`config.mk`:
```
export PLATFORM = sky130hd
export DESIGN_NAME = decoder_frame_rx
export DESIGN_NICKNAME = d
export VERILOG_FILES = /design/src/rtl/decoder_pkg.sv /design/src/rtl/decoder_rx_fifo.sv /design/src/rtl/decoder_frame_rx.sv
export SDC_FILE = /design/constraint.sdc
export NUM_CORES = 1
export LEC_CHECK = 0
export BUFFER_PORTS_ARGS = -buffer_cell sky130_fd_sc_hd__buf_2
export CAP_MARGIN = 40
export CORE_UTILIZATION = 60
export CTS_BUF_LIST = sky130_fd_sc_hd__clkbuf_16
export CTS_CLUSTER_DIAMETER = 80
export DETAILED_ROUTE_END_ITERATION = 8
export PLACE_DENSITY_LB_ADDON = 0.08
export SYNTH_ARGS = -nofsm -noshare
export SYNTH_HDL_FRONTEND = slang
export SYNTH_HIERARCHICAL = 1
export SYNTH_SLANG_ARGS = --single-unit
```
`constraint.sdc`:
```
create_clock -name clock -period 4.63 [get_ports clock]
set_input_delay 0 -clock clock [delete_from_list [all_inputs] [get_ports clock]]
set_output_delay 0 -clock clock [all_outputs]
set_load 0.02 [all_outputs]
```
`src/rtl/decoder_pkg.sv`:
```
// rtl/decoder_pkg.sv - shared types and helpers for the decoder front end
package decoder_pkg;

    localparam int DATA_W_C = 7;

    typedef enum logic [2:0] {
        IDLE,
        START,
        DATA,
        PARITY,
        STOP
    } rx_state_t;

    // Even parity over data and parity bit: 1 means the frame is bad.
    function automatic logic even_par(input logic [31:0] v);
        return ^v;
    endfunction

endpackage

```
`src/rtl/decoder_rx_fifo.sv`:
```
// rtl/decoder_rx_fifo.sv - small codeword FIFO with same-cycle pop-then-push when full
module decoder_rx_fifo #(
    parameter int DEPTH = 2,
    parameter int WIDTH = 7
) (
    input  logic             clk_i,
    input  logic             resetn_i,
    input  logic             push_i,
    input  logic [WIDTH-1:0] wdata_i,
    input  logic             pop_i,
    output logic [WIDTH-1:0] rdata_o,
    output logic             valid_o,
    output logic             drop_o
);

    localparam int PTR_W = $clog2(DEPTH);
    localparam int CNT_W = $clog2(DEPTH + 1);
    localparam logic [CNT_W-1:0] FULL_C = CNT_W'(DEPTH);

    logic [WIDTH-1:0] mem_q [DEPTH];
    logic [PTR_W-1:0] wr_q;
    logic [PTR_W-1:0] rd_q;
    logic [CNT_W-1:0] cnt_q;
    logic             full;
    logic             do_pop;
    logic             do_push;

    assign valid_o = (cnt_q != '0);
    assign rdata_o = mem_q[rd_q];
    assign full    = (cnt_q == FULL_C);
    assign do_pop  = pop_i && valid_o;
    // A full FIFO still takes the word when the head leaves in the same cycle.
    assign do_push = push_i && (!full || do_pop);
    assign drop_o  = push_i && !do_push;

    always_ff @(posedge clk_i) begin
        if (!resetn_i) begin
            wr_q  <= '0;
            rd_q  <= '0;
            cnt_q <= '0;
            for (int i = 0; i < DEPTH; i++) begin
                mem_q[i] <= '0;
            end
        end else begin
            if (do_push) begin
                mem_q[wr_q] <= wdata_i;
                wr_q        <= wr_q + 1'b1;
            end
            if (do_pop) begin
                rd_q <= rd_q + 1'b1;
            end
            if (do_push && !do_pop) begin
                cnt_q <= cnt_q + 1'b1;
            end else if (!do_push && do_pop) begin
                cnt_q <= cnt_q - 1'b1;
            end
        end
    end

endmodule

```
`src/rtl/decoder_frame_rx.sv`:
```
// rtl/decoder_frame_rx.sv - UART-style serial receiver feeding decoder io_in via a FIFO
module decoder_frame_rx
    import decoder_pkg::*;
#(
    parameter int DATA_W       = DATA_W_C,
    parameter int CLKS_PER_BIT = 16,
    parameter int PARITY_EN    = 1,
    parameter int FIFO_DEPTH   = 2
) (
    input  logic              clock,
    input  logic              reset_n,
    input  logic              rx,
    output logic [DATA_W-1:0] out_data,
    output logic              out_valid,
    input  logic              out_ready,
    output logic              rx_busy,
    output logic              frame_err,
    output logic              par_err,
    output logic              overflow,
    input  logic              clr_ovf
);

    localparam int DIV_W = $clog2(CLKS_PER_BIT);
    localparam int BIT_W = $clog2(DATA_W + 1);
    localparam logic [DIV_W-1:0] DIV_LAST  = DIV_W'(CLKS_PER_BIT - 1);
    localparam logic [DIV_W-1:0] HALF_LAST = DIV_W'(CLKS_PER_BIT / 2 - 1);
    localparam logic [BIT_W-1:0] BIT_LAST  = BIT_W'(DATA_W - 1);

    rx_state_t         state_q, state_d;
    logic [DIV_W-1:0]  div_q, div_d;
    logic [BIT_W-1:0]  bit_q, bit_d;
    logic [DATA_W-1:0] data_q, data_d;
    logic              bad_q, bad_d;
    logic              ferr_q, ferr_d;
    logic              perr_q, perr_d;
    logic              ovf_q, ovf_d;
    logic              rx_meta_q, rx_s_q;
    logic              push;
    logic              drop;
    logic              div_end;

    assign div_end   = (div_q == DIV_LAST);
    assign rx_busy   = (state_q != IDLE);
    assign frame_err = ferr_q;
    assign par_err   = perr_q;
    assign overflow  = ovf_q;

    always_comb begin
        state_d = state_q;
        div_d   = div_q;
        bit_d   = bit_q;
        data_d  = data_q;
        bad_d   = bad_q;
        ferr_d  = 1'b0;
        perr_d  = 1'b0;
        push    = 1'b0;
        unique case (state_q)
            IDLE: begin
                if (!rx_s_q) begin
                    state_d = START;
                    div_d   = '0;
                    bad_d   = 1'b0;
                end
            end
            START: begin
                // Re-check half a bit later so a short low glitch is ignored.
                if (div_q == HALF_LAST) begin
                    div_d   = '0;
                    bit_d   = '0;
                    state_d = rx_s_q ? IDLE : DATA;
                end else begin
                    div_d = div_q + 1'b1;
                end
            end
            DATA: begin
                if (div_end) begin
                    div_d  = '0;
                    data_d = {rx_s_q, data_q[DATA_W-1:1]};
                    if (bit_q == BIT_LAST) begin
                        bit_d   = '0;
                        state_d = (PARITY_EN != 0) ? PARITY : STOP;
                    end else begin
                        bit_d = bit_q + 1'b1;
                    end
                end else begin
                    div_d = div_q + 1'b1;
                end
            end
            PARITY: begin
                if (div_end) begin
                    div_d   = '0;
                    bad_d   = even_par(32'({rx_s_q, data_q}));
                    state_d = STOP;
                end else begin
                    div_d = div_q + 1'b1;
                end
            end
            STOP: begin
                if (div_end) begin
                    div_d   = '0;
                    state_d = IDLE;
                    if (!rx_s_q) begin
                        ferr_d = 1'b1;
                    end else if (bad_q) begin
                        perr_d = 1'b1;
                    end else begin
                        push = 1'b1;
                    end
                end else begin
                    div_d = div_q + 1'b1;
                end
            end
            default: state_d = IDLE;
        endcase
    end

    always_comb begin
        ovf_d = ovf_q;
        if (clr_ovf) begin
            ovf_d = 1'b0;
        end
        if (drop) begin
            ovf_d = 1'b1;
        end
    end

    always_ff @(posedge clock) begin
        if (!reset_n) begin
            state_q   <= IDLE;
            div_q     <= '0;
            bit_q     <= '0;
            data_q    <= '0;
            bad_q     <= 1'b0;
            ferr_q    <= 1'b0;
            perr_q    <= 1'b0;
            ovf_q     <= 1'b0;
            rx_meta_q <= 1'b1;
            rx_s_q    <= 1'b1;
        end else begin
            state_q   <= state_d;
            div_q     <= div_d;
            bit_q     <= bit_d;
            data_q    <= data_d;
            bad_q     <= bad_d;
            ferr_q    <= ferr_d;
            perr_q    <= perr_d;
            ovf_q     <= ovf_d;
            rx_meta_q <= rx;
            rx_s_q    <= rx_meta_q;
        end
    end

    decoder_rx_fifo #(
        .DEPTH(FIFO_DEPTH),
        .WIDTH(DATA_W)
    ) u_fifo (
        .clk_i   (clock),
        .resetn_i(reset_n),
        .push_i  (push),
        .wdata_i (data_q),
        .pop_i   (out_ready),
        .rdata_o (out_data),
        .valid_o (out_valid),
        .drop_o  (drop)
    );

endmodule

```
==> flow_metrics.env <==
export IMPL_outcome="finished clean"
export IMPL_syn_area_sq_mm=0.00203
export IMPL_design_die_area_sq_mm=0.00362
export IMPL_drt_antenna_violating_nets=0
export IMPL_avgSynthCellArea_sq_um=10.1
export IMPL_drt_wl_total_mm=3.56
export IMPL_synthMuxAreaShare_pct=7.34
export IMPL_nets=222
export IMPL_reg2regPathDepth=7
export IMPL_endpoint="u_fifo/mem_q[1][0]$_SDFFCE_PN0P_"
export IMPL_clk_latency_ps=280
export IMPL_rsz0062_at_grt="no"
export IMPL_peakVddDrop_mv=0.249
export IMPL_setup_viol_count_final=0
export IMPL_arrival_ps=2450
export IMPL_synth_top_area_share_pct=27.6
export IMPL_synthTopCellsByArea="dfxtp_1 28%, edfxtp_1 21%, and2_1 5.9%, mux2_2 3.9%, xnor2_1 3.9%"
export IMPL_via_per_inst=5.58
export IMPL_seq_area_frac_synth_pct=48.4
export IMPL_synth_ff_type="dfxtp_1"
export IMPL_period_share_pct=53.9
export IMPL_diodes=0
export IMPL_async_reset_ff_share_pct=0
export IMPL_startpoint="div_q[1]$_SDFFE_PN0P_"
export IMPL_hp_class="in2reg"
export IMPL_dr_total_vias=1451
export IMPL_first_iter_violations=50
export IMPL_ff_latch_area_sq_um=981
export IMPL_die_width_microns=60.1
export IMPL_synth_top_family_by_area="simple AND/OR/NAND/NOR gates"
export IMPL_finalMaxSlewViolations=0
export IMPL_r2r_start="div_q[1]$_SDFFE_PN0P_"
export IMPL_slew_headroom_pct=61.7
export IMPL_cts_num_sinks=42
export IMPL_n_fill_cell=224
export IMPL_power_switching_mw=0.169
export IMPL_path_clk_slew_ps=60
export IMPL_die_h_microns=60.1
export IMPL_pwr_share_clk_pct=41.0
export IMPL_synth_seq_cells=42
export IMPL_multiInputGateArea_sq_um=976
export IMPL_max_clock_path_buffers=2
export IMPL_leakage_nw=0.900
export IMPL_root_buffer="clkbuf_16"
export IMPL_stdcell_area_sq_mm=0.00226
export IMPL_synth_top_area_cell="dfxtp_1"
export IMPL_synth_adder_area_share_pct=1.23
export IMPL_synthXorXnorAreaFrac_pct=4.32
export IMPL_finalCriticalPeriod_ps=2490
export IMPL_postSynthCellCount=201
export IMPL_io_pins=17
export IMPL_grt_usage_pct=22.8
export IMPL_synth_simple_area_share_pct=23.6
export IMPL_grt_overflow=0
export IMPL_r2r_slack_ps=2140
export IMPL_firstDrtPassIters=5
export IMPL_worstSetupPathType="reg2reg"
export IMPL_routedWlPerCell_microns=13.7
export IMPL_ys_top_cells_by_count="28 x dfxtp_1, 19 x and2_1, 14 x edfxtp_1"
export IMPL_drcViolationCount=0
export IMPL_dp_hpwl_mm=2.52
export IMPL_tritoncts="yes"
export IMPL_netSwitchingFraction_pct=21.6
export IMPL_syn_nets=208
export IMPL_regToRegEndpoint="u_fifo/mem_q[1][0]$_SDFFCE_PN0P_"
export IMPL_layout_drive_gt1_share_pct=17.1
export IMPL_num_rows=20
export IMPL_placed_area_sq_mm=0.00211
export IMPL_cts_max_level=2
export IMPL_tightest_slew_ps=573
export IMPL_portBuffers=16
export IMPL_cts_buffers=5
export IMPL_yosysMostFrequentCell="dfxtp_1"
export IMPL_p_int_mw=0.613
export IMPL_cp_required_ps=4580
export IMPL_combPwrFrac_pct=7.8
export IMPL_start_util_pct=64.8
export IMPL_power_density_mw_per_mm2=345
export IMPL_grt_pass1_wl_mm=5.91
export IMPL_fin_worst_skew_ps=5.08
export IMPL_cap_violations=0
export IMPL_critPathLaunchType="flop"
export IMPL_synth_edff_count=14
export IMPL_crit_path_end_kind="flop"
export IMPL_gp_congestion=0.848
export IMPL_fmax_mhz=401
export IMPL_fin_setup_tns_ps=0
export IMPL_coreArea_sq_mm=0.00313
export IMPL_final_util_pct=72.4
export IMPL_synth_compound_area_share_pct=11.6
export IMPL_power_frac_seq_pct=51.3
export IMPL_grt_pass1_vias=1313
export IMPL_hold_violations=0
export IMPL_grt_max_degree=20
export IMPL_yosys_warnings=6
export IMPL_antenna_found_initial=0
export IMPL_syn2layout_area_growth_pct=11.7
export IMPL_cts_setup_buffers=0
export IMPL_crit_fanout=8
export IMPL_synth_cell_types=48
-- power by group through the flow --
| stage | Combinational (mW) | Clock [mW] | Sequential [mW] |
|---|---|---|---|
| after global routing | 0.0666 | 0.347 | 0.403 |
| after floorplan | 0.0494 | 0 | 0.403 |
| after global placement | 0.0576 | 0 | 0.408 |
| final | 0.0607 | 0.320 | 0.401 |
| after CTS | 0.0609 | 0.326 | 0.401 |
| after detailed placement | 0.0597 | 0 | 0.409 |
-- cell type report --
type                            instances  area share, %
Sequential cell                        42           43.3
Multi-Input combinational cell        143           43.1
Clock buffer                            5           5.52
Timing Repair Buffer                   18           4.20
Tap cell                               44           2.43
Inverter                                5          0.829
Clock inverter                          3          0.608
-- through the flow --
stage / std cells / total power, mW / setup slack (ps) / hold WS, ps
after floorplan: 201 / 0.452 / 2330 / 101
after global placement: 250 / 0.466 / 2220 / 180
after detailed placement: 250 / 0.469 / 2020 / 191
after CTS: 259 / 0.789 / 2010 / 35.5
after global routing: 260 / 0.817 / 1890 / 64.3
final: 260 / 0.782 / 2140 / 27.9
-- flip-flops by register name, indices dropped and copies added (netlist names), 2 cells and up, named ones only --
register / flops
u_fifo/mem_q: 14
data_q: 7
div_q: 4
bit_q: 3
state_q: 3
u_fifo/cnt_q: 2
-- what timing repair did --
action / 4_1_cts / 5_1_grt
hold buffers: 1 / 0
hold endpoints to repair: 1 / 0
gates resized for setup: 0 / 0
-- worst min path at each step --
stage / startpoint / to / slack [ps] / depth (start not counted)
final: clr_ovf / overflow$_SDFFE_PN0P_ / 30 / 4
after global routing: clr_ovf / overflow$_SDFFE_PN0P_ / 60 / 4
after CTS: clr_ovf / overflow$_SDFFE_PN0P_ / 40 / 4
after detailed placement: rx / rx_meta_q$_SDFF_PN1_ / 190 / 2
after global placement: rx / rx_meta_q$_SDFF_PN1_ / 180 / 2
after floorplan: rx / rx_meta_q$_SDFF_PN1_ / 100 / 1
-- worst max-delay path: stages (launching register included) --
cell	delay (ps)
dfxtp_1	370
ha_1	290
and3_1	320
nand4_1	160
nor2_1	220
nand2_1	170
nor3b_4	310
nand2b_1	330
-- placed cells by master (no fill, tap or decap), types with 2 or more instances in the layout --
cell       instances
mux2i_1            7
o21ai_0            7
ha_1               2
nor3b_4            2
nand2_1           12
a21oi_1            8
nor2_1            13
dfxtp_1           28
edfxtp_1          14
nor2b_1            2
nand2b_1           3
clkbuf_16          5
and2_1            19
buf_2             17
mux2_2             7
a2111oi_0          2
or3_1              4
a31oi_1            3
nand3_1            8
nor3_1             5
inv_1              6
o21a_1             4
a311oi_1           2
or2_1              2
clkinv_2           2
xnor2_1            9
-- logic make-up (layout without fill, tap and decap cells) --
group,count (synthesis),count (layout)
XOR/XNOR,10,10
adder cells (fa/ha/maj),2,2
multiplexers,14,14
buffers and inverters,16,31
AO/OA/AOI/OAI,36,36
AND/OR/NAND/NOR,81,81
flip-flops,42,42
-- routing by layer --
metal  share of wire [%]  wire, microns  up-vias  GRT usage [%]
met3                 3.4            122        7           7.14
met2                  51           1820       26           38.5
met4                 1.7             59        0           10.6
met1                  44           1550      680           26.2
met5                   0              0        -              0
li1                    -              -      738              -
No activity file was read; power rests on OpenSTA's default activity.
